$ cat config.mk
export PLATFORM = sky130hd
export DESIGN_NAME = split_stage
export DESIGN_NICKNAME = d
export VERILOG_FILES = /design/src/rtl/split_pkg.sv /design/src/rtl/split_fields.sv /design/src/rtl/split_stage.sv
export SDC_FILE = /design/constraint.sdc
export NUM_CORES = 1
export LEC_CHECK = 0
export ABC_AREA = 1
export CORE_MARGIN = 4
export CORE_UTILIZATION = 35
export CTS_CLUSTER_DIAMETER = 200
export DETAILED_ROUTE_END_ITERATION = 8
export MAX_ROUTING_LAYER = met4
export PLACE_DENSITY = 0.66
export SLEW_MARGIN = 40
export SYNTH_ARGS = -nofsm -noshare
export SYNTH_HDL_FRONTEND = slang
export SYNTH_SLANG_ARGS = --single-unit
$ cat constraint.sdc
create_clock -name clk -period 1.4 [get_ports clk]
set_input_delay 0.28 -clock clk [delete_from_list [all_inputs] [get_ports clk]]
set_output_delay 0.28 -clock clk [all_outputs]
set_load 0.02 [all_outputs]
$ cat src/rtl/split_pkg.sv
// Shared field positions, opcode constants and decoded field bundle for the split stage.
package split_pkg;

    localparam int OPCODE_MSB = 31;
    localparam int OPCODE_LSB = 26;
    localparam int RS_MSB     = 25;
    localparam int RS_LSB     = 21;
    localparam int RT_MSB     = 20;
    localparam int RT_LSB     = 16;
    localparam int RD_MSB     = 15;
    localparam int RD_LSB     = 11;
    localparam int SHAMT_MSB  = 10;
    localparam int SHAMT_LSB  = 6;
    localparam int FUNCT_MSB  = 5;
    localparam int FUNCT_LSB  = 0;
    localparam int IMM16_MSB  = 15;
    localparam int IMM16_LSB  = 0;
    localparam int IMM26_MSB  = 25;
    localparam int IMM26_LSB  = 0;

    localparam logic [5:0] OP_RTYPE = 6'h00;
    localparam logic [5:0] OP_J     = 6'h02;
    localparam logic [5:0] OP_JAL   = 6'h03;

    typedef enum logic [1:0] {
        CLS_R,
        CLS_J,
        CLS_I
    } instr_class_e;

    typedef struct packed {
        logic [5:0]  opcode;
        logic [4:0]  rs;
        logic [4:0]  rt;
        logic [4:0]  rd;
        logic [4:0]  shamt;
        logic [5:0]  funct;
        logic [15:0] imm16;
        logic [25:0] imm26;
    } split_fields_t;

    function automatic instr_class_e classify(input logic [5:0] opcode);
        case (opcode)
            OP_RTYPE:    return CLS_R;
            OP_J, OP_JAL: return CLS_J;
            default:     return CLS_I;
        endcase
    endfunction

endpackage

$ cat src/rtl/split_fields.sv
// Combinational MIPS field slicer and R/J/I classifier; class flags are forced low
// when the instruction is not valid.
module split_fields
    import split_pkg::*;
(
    input  logic [31:0]   instr_i,
    input  logic          valid_i,
    output split_fields_t fields_o,
    output logic          is_r_o,
    output logic          is_j_o,
    output logic          is_i_o
);

    instr_class_e cls;

    always_comb begin
        fields_o.opcode = instr_i[OPCODE_MSB:OPCODE_LSB];
        fields_o.rs     = instr_i[RS_MSB:RS_LSB];
        fields_o.rt     = instr_i[RT_MSB:RT_LSB];
        fields_o.rd     = instr_i[RD_MSB:RD_LSB];
        fields_o.shamt  = instr_i[SHAMT_MSB:SHAMT_LSB];
        fields_o.funct  = instr_i[FUNCT_MSB:FUNCT_LSB];
        fields_o.imm16  = instr_i[IMM16_MSB:IMM16_LSB];
        fields_o.imm26  = instr_i[IMM26_MSB:IMM26_LSB];
        cls             = classify(instr_i[OPCODE_MSB:OPCODE_LSB]);
    end

    assign is_r_o = valid_i && (cls == CLS_R);
    assign is_j_o = valid_i && (cls == CLS_J);
    assign is_i_o = valid_i && (cls == CLS_I);

endmodule

$ cat src/rtl/split_stage.sv
// Two-entry skid buffer that splits MIPS instructions into fields. Outputs come from the
// main entry only. Define SPLIT_STAGE_IMM_EXT_EN to add ext_sign / out_imm32.
module split_stage
    import split_pkg::*;
#(
    parameter int PC_W    = 32,
    parameter int INSTR_W = 32
) (
    input  logic               clk,
    input  logic               reset,
    input  logic               flush,
    input  logic               in_valid,
    output logic               in_ready,
    input  logic [INSTR_W-1:0] in_instr,
    input  logic [PC_W-1:0]    in_pc,
`ifdef SPLIT_STAGE_IMM_EXT_EN
    input  logic               ext_sign,
    output logic [31:0]        out_imm32,
`endif
    output logic               out_valid,
    input  logic               out_ready,
    output logic [PC_W-1:0]    out_pc,
    output logic [5:0]         out_opcode,
    output logic [4:0]         out_rs,
    output logic [4:0]         out_rt,
    output logic [4:0]         out_rd,
    output logic [4:0]         out_shamt,
    output logic [5:0]         out_funct,
    output logic [15:0]        out_imm16,
    output logic [25:0]        out_imm26,
    output logic               out_is_r,
    output logic               out_is_j,
    output logic               out_is_i
);

    typedef struct packed {
        logic [PC_W-1:0] pc;
        logic [31:0]     instr;
`ifdef SPLIT_STAGE_IMM_EXT_EN
        logic            ext;
`endif
    } entry_t;

    entry_t        main_q, main_d, skid_q, skid_d, in_entry;
    logic          main_valid_q, main_valid_d;
    logic          skid_valid_q, skid_valid_d;
    logic          accept, xfer;
    split_fields_t fields;

    always_comb begin
        in_entry       = '0;
        in_entry.pc    = in_pc;
        in_entry.instr = in_instr[31:0];
`ifdef SPLIT_STAGE_IMM_EXT_EN
        in_entry.ext   = ext_sign;
`endif
    end

    assign in_ready = ~skid_valid_q;
    assign accept   = in_valid && in_ready;
    assign xfer     = main_valid_q && out_ready;

    always_comb begin
        main_valid_d = main_valid_q;
        skid_valid_d = skid_valid_q;
        main_d       = main_q;
        skid_d       = skid_q;
        if (flush) begin
            main_valid_d = 1'b0;
            skid_valid_d = 1'b0;
        end else if (!main_valid_q || xfer) begin
            // Main frees up: a pending skid entry goes first to keep order.
            if (skid_valid_q) begin
                main_valid_d = 1'b1;
                main_d       = skid_q;
                skid_valid_d = accept;
                if (accept) begin
                    skid_d = in_entry;
                end
            end else begin
                main_valid_d = accept;
                if (accept) begin
                    main_d = in_entry;
                end
            end
        end else if (accept) begin
            skid_valid_d = 1'b1;
            skid_d       = in_entry;
        end
    end

    always_ff @(posedge clk or negedge reset) begin
        if (!reset) begin
            main_valid_q <= 1'b0;
            skid_valid_q <= 1'b0;
            main_q       <= '0;
            skid_q       <= '0;
        end else begin
            main_valid_q <= main_valid_d;
            skid_valid_q <= skid_valid_d;
            main_q       <= main_d;
            skid_q       <= skid_d;
        end
    end

    split_fields u_fields (
        .instr_i  (main_q.instr),
        .valid_i  (main_valid_q),
        .fields_o (fields),
        .is_r_o   (out_is_r),
        .is_j_o   (out_is_j),
        .is_i_o   (out_is_i)
    );

    assign out_valid  = main_valid_q;
    assign out_pc     = main_q.pc;
    assign out_opcode = fields.opcode;
    assign out_rs     = fields.rs;
    assign out_rt     = fields.rt;
    assign out_rd     = fields.rd;
    assign out_shamt  = fields.shamt;
    assign out_funct  = fields.funct;
    assign out_imm16  = fields.imm16;
    assign out_imm26  = fields.imm26;

`ifdef SPLIT_STAGE_IMM_EXT_EN
    assign out_imm32 = {{16{fields.imm16[15] & main_q.ext}}, fields.imm16};
`endif

endmodule

==> metrics.cfg, run 1 <==
[status]
result_of_the_run=complete, but fails checks
failed_checks=setup timing

[finish]
seqCellArea_um2=3254
layout-drive-gt1-share=0.2697
finish.net_count=1060
area_growth_pct=48.39
antenna-diode-count=0
filler_cell_count=1652
final_core_utilization=0.5342
multi_input_area_um2=2731
final_area_um2=9304

[timing]
worst_clock_skew_ns=0.008427
hold-worst-slack_ns=0.3182
unrepaired_setup_endpoints_after_global_routing=true
final_critical_path_setup_slack_ns=-0.2191
timing.final.crit_period_ns=1.619
final_hold_viol_count=0
maxSlewViolCount=0
max-slew-margin-rel=0.7725
worst_pin_slew_ns=0.3412
setup_viol=45
clock.fmax_mhz=617.6
part_of_the_cycle_the_worst_path_needs=1.157

[critical_path]
r2r-end=skid_q[60]
worst_ep_arrival_time_ns=1.34
max_stage_delay_ns=0.37
worst-r2r-setup-slack_ns=-0.03
timing.critical_path.slowest_stage_cell=sky130_fd_sc_hd__dfrtp_1
regToRegStartpoint=skid_valid_q
timing.critical_path.fanout_max=2
cp_cell_sequence=or2_4, nor3_2, buf_4
cp_data_required_time_ns=1.12
crit_path_start_kind=flip-flop
timing_worst_setup_path_type=reg -> out
ff2ff_path_depth=7
critical_path.endpoint_type=output port

[drt]
drc=0
routedWlPerCell_um=16.31
detail_route.first_pass.iterations=5
drtAntennaViolNets=0
initialDrtViolationCount=238
via_count=5908
wl_mm=19.99
post_drt_via_cell_ratio=4.819

[hold_path]
min_path_type=in -> async

[synthesis]
synthesis_stage_register_bit_count=130
postSynthAreaPerCell_um2=7.591
netlist_instances=826
synth-warning-count=0
synth_area_um2=6270
synth.lib_cells_used.distinct=15
register_area_share_after_synthesis=0.5189
synth_nets=895

[clocking]
clock-root-buffer=sky130_fd_sc_hd__clkbuf_16
clock_sinks=130
cts-buffers-inserted=17
worst_setup_hold_path_clk_slew_ns=0.06
clock_insertion_delay_at_the_later_pin_of_the_skew_report_ns=0.41
ctsHtreeMaxLevel=4
clock_tree_buf_depth=2
cts_tree=built

[floorplan]
floorplan.initialDensity=0.3600
area_of_the_core_um2=17420
full_die_area_um2=20120
fp.dieW_um=141.8
die_height_um=141.8
placement_rows=48
io_pins=180

[power]
irDropWorstVdd_v=0.0007284
power-per-cell-area_nw_per_um2=1314
leakage_nw=4.866
design_power_total_mw=12.22

[global_route]
antenna_found_initial=0
wire_length_of_the_first_global_routing_pass_mm=29.04
global_route.overflow_total=0
maximum_number_of_pins_on_one_net_before_global_route_repair=47
grt_pass1_vias=5505
track_usage=0.1855

[placed_design]
place.gp.congestion=0.7876
place_hpwl_mm=11.70
placedInstanceArea_um2=8214
placement.io_buffers=179

[flow_run]
timing.max_cap.violations=0

## critical path: cells and delay by family (launching register included)
kind                   cells  cell delay, ns
buffers and inverters      1            0.16
flip-flops                 1            0.37
AND/OR/NAND/NOR            2            0.39
## per-layer routing
layer | track usage | vias to the layer above | wire (um)
li1 | - | 2881 | -
met1 | 0.2497 | 2795 | 9167
met2 | 0.2866 | 210 | 9345
met3 | 0.04516 | 22 | 1167
met4 | 0.03990 | 0 | 314
met5 | - | - | 0
## where the power goes
part	total [mW]	internal, mW	switching [mW]	leakage [nW]
Sequential	5.00	4.48	0.526	1.63
Combinational	3.13	1.38	1.75	2.97
Clock	4.09	2.54	1.55	0.265
Total	12.2	8.39	3.83	4.87
## how the worst max path moves through the flow
stage | startpoint | end | slack, ns | cells past startpoint
global placement | main_q[27] | out_is_r | -0.34 | 3
detailed placement | main_q[27] | out_is_r | -0.35 | 3
finish | main_q[26] | out_is_r | -0.22 | 3
global route | main_q[31] | out_is_i | -0.31 | 5
CTS | main_q[30] | out_is_i | -0.25 | 5
floorplan | main_q[27] | out_is_r | 0.003 | 2
## through the flow
step | worst slack, ns | cells | setup TNS [ns]
global placement | -0.3373 | 1173 | -26.75
CTS | -0.2474 | 1203 | -0.6976
finish | -0.2191 | 1226 | -1.289
global route | -0.3121 | 1226 | -3.384
floorplan | 0.002675 | 826 | 0
detailed placement | -0.3480 | 1173 | -28.34
## sequential cells by signal, indices dropped and copies added (netlist names)
register,count
main_q,32
out_pc,32
out_valid,1
skid_q,64
skid_valid_q,1
## area by class of cell
type | instances | area share
clock buffers | 23 | 0.05137
well taps | 225 | 0.03026
flip-flops and latches | 130 | 0.3498
clock inverters | 6 | 0.006186
multi-input cells | 597 | 0.2936
inverters | 5 | 0.002286
repair buffers | 240 | 0.2665
## cell usage in the layout (no fill, tap or decap), types with 4 or more instances in the layout
master / count
sky130_fd_sc_hd__nand2_1: 386
sky130_fd_sc_hd__nand3_1: 129
sky130_fd_sc_hd__dfrtp_1: 129
sky130_fd_sc_hd__clkdlybuf4s50_1: 67
sky130_fd_sc_hd__nand2_2: 49
sky130_fd_sc_hd__clkbuf_2: 41
sky130_fd_sc_hd__clkdlybuf4s15_2: 31
sky130_fd_sc_hd__clkbuf_16: 30
sky130_fd_sc_hd__buf_4: 24
sky130_fd_sc_hd__buf_2: 21
sky130_fd_sc_hd__nand2_4: 17
sky130_fd_sc_hd__buf_12: 16
sky130_fd_sc_hd__buf_6: 15
sky130_fd_sc_hd__clkdlybuf4s15_1: 9
sky130_fd_sc_hd__nor2_4: 4
sky130_fd_sc_hd__clkinv_2: 4
## Yosys cell counts (all sizes together)
library cell | n | area (um^2)
a21oi | 1 | 5.000
buf | 87 | 540.5
clkbuf | 7 | 26.28
dfrtp | 130 | 3253
inv | 5 | 18.76
nand2 | 452 | 1697
nand3 | 131 | 665.6
nor2 | 10 | 47.55
nor3 | 2 | 10.01
or2 | 1 | 6.260
## kinds of logic after synthesis
family | Yosys count | share of synthesized area
AOI/OAI and AO/OA | 1 | 0.0007975
DFF | 130 | 0.5189
buffers and inverters | 99 | 0.09339
and+or+nand+nor | 596 | 0.3870
## timing repair
action | in CTS | in global routing
gates cloned | 0 | 16
pin swaps | 5 | 5
gates resized for setup | 309 | 179
setup buffers | 0 | 8
endpoints found under the hold margin | 25 | 0
hold buffers | 1 | 0
endpoints found under the setup margin | 239 | 183
Note: power is estimated with default switching activity, not from simulation.
==> run 2, diff against run 1 <==
--- a/config.mk
+++ b/config.mk
@@ -12,6 +12,7 @@
 export DETAILED_ROUTE_END_ITERATION = 8
 export MAX_ROUTING_LAYER = met4
 export PLACE_DENSITY = 0.66
+export REMOVE_ABC_BUFFERS = 1
 export SLEW_MARGIN = 40
 export SYNTH_ARGS = -nofsm -noshare
 export SYNTH_HDL_FRONTEND = slang
==> run 2 against run 1 <==
Against the previous run:
- the flow still finishes with violations (setup timing)
- sequential share of layout area increased by 2.7 points
- final area decreased by 7.1%
- sequential power decreased by 2%
- worst setup slack improved by 0.011 ns
- global-route usage increased by 0.054 points
- non-clock buffer count decreased by 19
- worst hold slack got worse by 0.0072 ns
- flip-flop and latch count unchanged
- cell count decreased by 1.4%
- critical endpoint unchanged
- clock skew about the same
- largest power group unchanged
- power decreased by 2.6%
==> metrics.cfg, run 2 (same netlist as run 1, synthesis figures left out) <==
[drt]
post_drt_via_cell_ratio=4.746  ; -1.5%
initialDrtViolationCount=351  ; +47%
via_count=5738  ; -2.9%
drtAntennaViolNets=0  ; unchanged
routedWlPerCell_um=15.08  ; -7.5%
wl_mm=18.24  ; -8.8%
detail_route.first_pass.iterations=5  ; unchanged
drc=0  ; unchanged

[placed_design]
place.gp.congestion=0.7755  ; -1.5%
place_worst_setup_slack_ns=-0.3502  ; -0.002203 ns
place_hpwl_mm=10.99  ; -6.1%
instance_count_after_placement_with_tap_cells_included=1167  ; -0.51%
placedInstanceArea_um2=8177  ; -0.46%
placement.io_buffers=179  ; unchanged

[critical_path]
r2r-end=skid_q[37]
worst_ep_arrival_time_ns=1.33  ; about the same
timing_worst_setup_path_type=reg -> out
cp_data_required_time_ns=1.12  ; about the same
crit_path_start_kind=flip-flop
critical_path.endpoint_type=output port
timing.critical_path.slowest_stage_cell=sky130_fd_sc_hd__dfrtp_1
timing.critical_path.fanout_max=2  ; unchanged
ff2ff_path_depth=6  ; -1
regToRegStartpoint=skid_valid_q
max_stage_delay_ns=0.38  ; about the same
worst-r2r-setup-slack_ns=0.03  ; +0.06 ns
worstPathBufferInverterCount=1  ; unchanged
cp_cell_sequence=nor2_2, nand2_2, nor3_2, buf_4
critical_path_depth=4  ; +1
critPathTopFamily=flip-flops

[global_route]
global_route.overflow_total=0  ; unchanged
antenna_found_initial=1  ; +1
grt_pass1_vias=5690  ; +3.4%
maximum_number_of_pins_on_one_net_before_global_route_repair=65  ; +38%
track_usage=0.1860  ; +0.0005417
wire_length_of_the_first_global_routing_pass_mm=29.30  ; +0.93%

[floorplan]
fp.dieW_um=141.8  ; unchanged
placement_rows=48  ; unchanged
full_die_area_um2=20120  ; unchanged
area_of_the_core_um2=17420  ; unchanged
die_height_um=141.8  ; unchanged
floorplan.initialDensity=0.3600  ; unchanged
io_pins=180  ; unchanged

[finish]
layout-drive-gt1-share=0.1943  ; -0.07543
filler_cell_count=1715  ; +3.8%
final_area_um2=8643  ; -7.1%
largest_register_ffs=64  ; unchanged
final_common_cell=sky130_fd_sc_hd__nand2_1
commonest_cells_after_routing_fill_and_taps_aside=sky130_fd_sc_hd__nand2_1 (445), sky130_fd_sc_hd__nand3_1 (129), sky130_fd_sc_hd__dfrtp_1 (129), sky130_fd_sc_hd__clkdlybuf4s50_1 (67), sky130_fd_sc_hd__buf_2 (39)
layoutNonFillerInstCount=1209  ; -1.4%
finish.net_count=1041  ; -1.8%
top_register=skid_q
area_growth_pct=37.86

[timing]
worst_clock_skew_ns=0.008857  ; +0.0004304 ns
maxSlewViolCount=0  ; unchanged
max-slew-margin-rel=0.8046  ; +0.03210
clock.fmax_mhz=622.0  ; +0.71%
hold-worst-slack_ns=0.3110  ; -0.007186 ns
unrepaired_setup_endpoints_after_global_routing=true
worst_pin_slew_ns=0.2931  ; -0.04815 ns
final_hold_viol_count=0  ; unchanged
final_critical_path_setup_slack_ns=-0.2078  ; +0.01135 ns
setup_viol=3  ; -93%
part_of_the_cycle_the_worst_path_needs=1.148  ; -0.008107
timing.final.crit_period_ns=1.608  ; -0.01135 ns

[hold_path]
min_path_type=in -> async

[clocking]
clock_sinks=130  ; unchanged
ctsHtreeMaxLevel=4  ; unchanged
worst_setup_hold_path_clk_slew_ns=0.05  ; about the same
clock_tree_buf_depth=2  ; unchanged
clock-root-buffer=sky130_fd_sc_hd__clkbuf_16
cts-buffers-inserted=17  ; unchanged
cts_tree=built
clock_insertion_delay_at_the_later_pin_of_the_skew_report_ns=0.41  ; about the same

[status]
failed_checks=setup timing
result_of_the_run=complete, but fails checks

[power]
power_report.internal_total_mw=8.278  ; -1.4%
sequentialPowerShare=0.413  ; +0.004
sw_frac_of_total=0.3046  ; -0.008727
design_power_total_mw=11.90  ; -2.6%
power-per-cell-area_nw_per_um2=1377  ; +4.8%
comb_power_share=0.237  ; -0.019
irDropWorstVdd_v=0.0009021  ; +24%
leakage_nw=4.626  ; -4.9%
clock_power_share=0.351  ; +0.016
p_switching_mw=3.626  ; -5.3%

[flow_run]
timing.max_cap.violations=0  ; unchanged

-- run 2: how the worst max path moves through the flow --
stage / endpoint / slack [ns] / start
6_report: out_is_r / -0.21 / main_q[31]
2_1_floorplan: skid_q[0] / -3.59 / skid_valid_q
4_1_cts: out_is_r / -0.23 / main_q[31]
3_5_place_dp: out_is_r / -0.35 / main_q[27]
5_1_grt: out_is_i / -0.30 / main_q[27]
3_3_place_gp: out_is_r / -0.34 / main_q[27]
-- run 2: metal layers --
metal,track usage,up-vias,routed length [um]
met3,0.04179,15,1262
met2,0.2908,193,8642
li1,-,2845,-
met5,-,-,0
met4,0.05152,0,201
met1,0.2449,2685,8129
-- run 2: repair_timing --
item,4_1_cts,5_1_grt
buffers inserted,1,6
endpoints found under the setup margin,111,94
pin swaps,3,2
hold buffers,1,0
gates cloned,0,4
hold endpoints to repair,24,0
gates resized for setup,325,75
-- run 2: layout make-up --
cell class,count,area [um^2],share of cell area
sequential,130,3254,0.3765
antenna,1,2.502,0.0002895
multi-input combinational,597,2494,0.2885
tap,225,281.5,0.03257
clock buffer,24,461.7,0.05342
clock inverter,6,82.58,0.009554
inverter,5,18.77,0.002171
timing repair buffer,221,2048,0.2370
-- run 2: stage by stage --
stage / utilization / TNS (ns)
2_1_floorplan: - / -377.53
3_3_place_gp: 0.4695 / -22.09
3_5_place_dp: 0.4695 / -22.85
4_1_cts: 0.5015 / -0.6201
5_1_grt: 0.4963 / -1.817
6_report: 0.4963 / -0.5616
-- run 2: power groups by stage --
stage	Sequential, mW	Combinational (mW)	Clock [mW]
after global placement	4.94	3.07	0
after global routing	5.01	3.11	4.47
after detailed placement	4.96	3.11	0
after floorplan	5.52	0.808	0
final	4.91	2.82	4.17
after CTS	4.91	2.91	4.29
==> run 3, diff against run 2 <==
--- a/config.mk
+++ b/config.mk
@@ -10,7 +10,6 @@
 export CORE_UTILIZATION = 35
 export CTS_CLUSTER_DIAMETER = 200
 export DETAILED_ROUTE_END_ITERATION = 8
-export MAX_ROUTING_LAYER = met4
 export PLACE_DENSITY = 0.66
 export REMOVE_ABC_BUFFERS = 1
 export SLEW_MARGIN = 40
==> run 3 against run 2 <==
Against the previous run:
- the flow still finishes with violations (setup timing)
- clock-buffer cell count did not move
- routed wire length rose by 0.10%
- largest cell class unchanged
- clock power barely moved
- fmax fell by 0.48%
- first-iteration DRC count fell by 9.4%
- final area fell by 0.10%
- register-to-register slack barely moved
- clock skew fell by 0.0045 ns
- die area did not move
- power barely moved
==> metrics.cfg, run 3 (same netlist as run 1, synthesis figures left out) <==
[drt]
routedWlPerCell_um=15.11  ; +0.19%
via_count=5699  ; -0.68%
detail_route.first_pass.iterations=4  ; -1
post_drt_via_cell_ratio=4.718  ; -0.60%
drc=0  ; unchanged
drtAntennaViolNets=0  ; unchanged
wl_mm=18.26  ; +0.10%
initialDrtViolationCount=318  ; -9.4%

[finish]
area_growth_pct=37.72
layoutNonFillerInstCount=1208  ; -0.083%
filler_cell_count=1717  ; +0.12%
finish.net_count=1041  ; unchanged
final_area_um2=8635  ; -0.10%
antenna-diode-count=0  ; -1
top_register=skid_q
layout-drive-gt1-share=0.1943  ; unchanged
final_common_cell=sky130_fd_sc_hd__nand2_1
commonest_cells_after_routing_fill_and_taps_aside=sky130_fd_sc_hd__nand2_1 (445), sky130_fd_sc_hd__nand3_1 (129), sky130_fd_sc_hd__dfrtp_1 (129), sky130_fd_sc_hd__clkdlybuf4s50_1 (67), sky130_fd_sc_hd__buf_2 (40)
largest_register_ffs=64  ; unchanged

[power]
irDropWorstVdd_v=0.0009060  ; +0.43%
design_power_total_mw=11.90  ; about the same
leakage_nw=4.626  ; about the same
power-per-cell-area_nw_per_um2=1378  ; about the same

[critical_path]
timing.critical_path.slowest_stage_cell=sky130_fd_sc_hd__dfrtp_1
critical_path.endpoint_type=output port
worst_ep_arrival_time_ns=1.34  ; about the same
regToRegStartpoint=skid_valid_q
cp_cell_sequence=nor2_2, nand2_2, nor3_2, buf_4
max_stage_delay_ns=0.38  ; about the same
timing.critical_path.fanout_max=2  ; unchanged
timing_worst_setup_path_type=reg -> out
worstSetupStartpoint=main_q[31]
crit_path_start_kind=flip-flop
cp_data_required_time_ns=1.12  ; about the same

[floorplan]
io_pins=180  ; unchanged
fp.dieW_um=141.8  ; unchanged
full_die_area_um2=20120  ; unchanged
die_height_um=141.8  ; unchanged
placement_rows=48  ; unchanged
area_of_the_core_um2=17420  ; unchanged
floorplan.initialDensity=0.3600  ; unchanged

[timing]
maxSlewViolCount=0  ; unchanged
fin_setup_tns_ns=-0.5818  ; -0.02018 ns
worst_pin_slew_ns=0.2970  ; +0.003957 ns
hold-worst-slack_ns=0.3101  ; -0.0009290 ns
worst_clock_skew_ns=0.004350  ; -0.004508 ns
setup_viol=3  ; unchanged
part_of_the_cycle_the_worst_path_needs=1.154  ; +0.005549
clock.fmax_mhz=619.0  ; -0.48%
max-slew-margin-rel=0.8020  ; -0.002638
timing.final.crit_period_ns=1.616  ; +0.007769 ns
unrepaired_setup_endpoints_after_global_routing=true
final_critical_path_setup_slack_ns=-0.2156  ; -0.007769 ns
final_hold_viol_count=0  ; unchanged

[status]
result_of_the_run=complete, but fails checks
failed_checks=setup timing

[clocking]
clock_sinks=130  ; unchanged
cts-buffers-inserted=17  ; unchanged
clock_insertion_delay_at_the_later_pin_of_the_skew_report_ns=0.41  ; about the same
clock_tree_buf_depth=2  ; unchanged
cts_tree=built
ctsHtreeMaxLevel=4  ; unchanged
worst_setup_hold_path_clk_slew_ns=0.05  ; about the same
clock-root-buffer=sky130_fd_sc_hd__clkbuf_16

[hold_path]
min_path_type=in -> async

[flow_run]
timing.max_cap.violations=0  ; unchanged

[global_route]
maximum_number_of_pins_on_one_net_before_global_route_repair=65  ; unchanged
grt_pass1_vias=5670  ; -0.35%
antenna_found_initial=1  ; unchanged
global_route.overflow_total=0  ; unchanged
track_usage=0.1808  ; -0.005227
wire_length_of_the_first_global_routing_pass_mm=29.35  ; +0.16%

[placed_design]
instance_count_after_placement_with_tap_cells_included=1167  ; unchanged
placedInstanceArea_um2=8177  ; unchanged
place_hpwl_mm=10.99  ; unchanged
place.gp.congestion=0.7653  ; -1.3%
placement.io_buffers=179  ; unchanged

==> run 3: changes by cell type in the layout (fill, tap and decap cells not counted) <==
cell / previous run / this run
sky130_fd_sc_hd__buf_2: 39 / 40
sky130_fd_sc_hd__clkdlybuf4s15_2: 30 / 29
sky130_fd_sc_hd__diode_2: 1 / 0
==> run 3: metrics by stage <==
| stage | utilization | setup slack (ns) |
|---|---|---|
| 2_1_floorplan | - | -3.589 |
| 3_3_place_gp | 0.4695 | -0.3447 |
| 3_5_place_dp | 0.4695 | -0.3502 |
| 4_1_cts | 0.5015 | -0.2311 |
| 5_1_grt | 0.4958 | -0.2958 |
| 6_report | 0.4958 | -0.2156 |
==> run 3: where the power goes <==
group | total (mW) | leakage, nW | internal [mW] | switching (mW)
clock network | 4.17 | 0.264 | 2.64 | 1.53
logic | 2.82 | 2.73 | 1.16 | 1.66
registers | 4.91 | 1.63 | 4.48 | 0.434
total | 11.9 | 4.63 | 8.27 | 3.62
==> run 3: worst max-delay path, delay by kind of cell (launching register included) <==
family / cells / cell delay (ns)
buffers and inverters: 1 / 0.16
DFF: 1 / 0.38
and+or+nand+nor: 3 / 0.38
==> run 3: metal layers <==
layer / vias to the layer above / routed length [um] / track usage
met4: 2 / 225 / 0.05000
met2: 186 / 8594 / 0.2901
li1: 2837 / - / -
met5: - / 13 / 0
met3: 23 / 1350 / 0.04685
met1: 2651 / 8070 / 0.2432
==> run 3: final timing paths <==
| check | end | slack (ns) | depth (start not counted) |
|---|---|---|---|
| max in group asynchronous | skid_valid_q | 0.53 | 3 |
| max | out_is_r | -0.22 | 4 |
| max reg2reg | skid_q[3] | 0.03 | 6 |
| min reg2reg | skid_q[44] | 0.47 | 2 |
| min | out_pc[29] | 0.31 | 2 |
| min in group clk | skid_q[2] | 0.45 | 3 |
==> run 3: final cells by class <==
class | instances | area [um^2] | area share
Sequential cell | 130 | 3254 | 0.3769
Multi-Input combinational cell | 597 | 2494 | 0.2888
Timing Repair Buffer | 221 | 2042 | 0.2365
Clock buffer | 24 | 461.7 | 0.05347
Tap cell | 225 | 281.5 | 0.03260
Clock inverter | 6 | 82.58 | 0.009564
Inverter | 5 | 18.77 | 0.002174
==> run 3: what timing repair did <==
item | CTS | global route
gates resized for setup | 325 | 76
cloned | 0 | 4
endpoints found under the hold margin | 24 | 0
buffers inserted | 1 | 6
pin swaps | 3 | 2
setup endpoints to repair | 111 | 95
hold buffers | 1 | 0
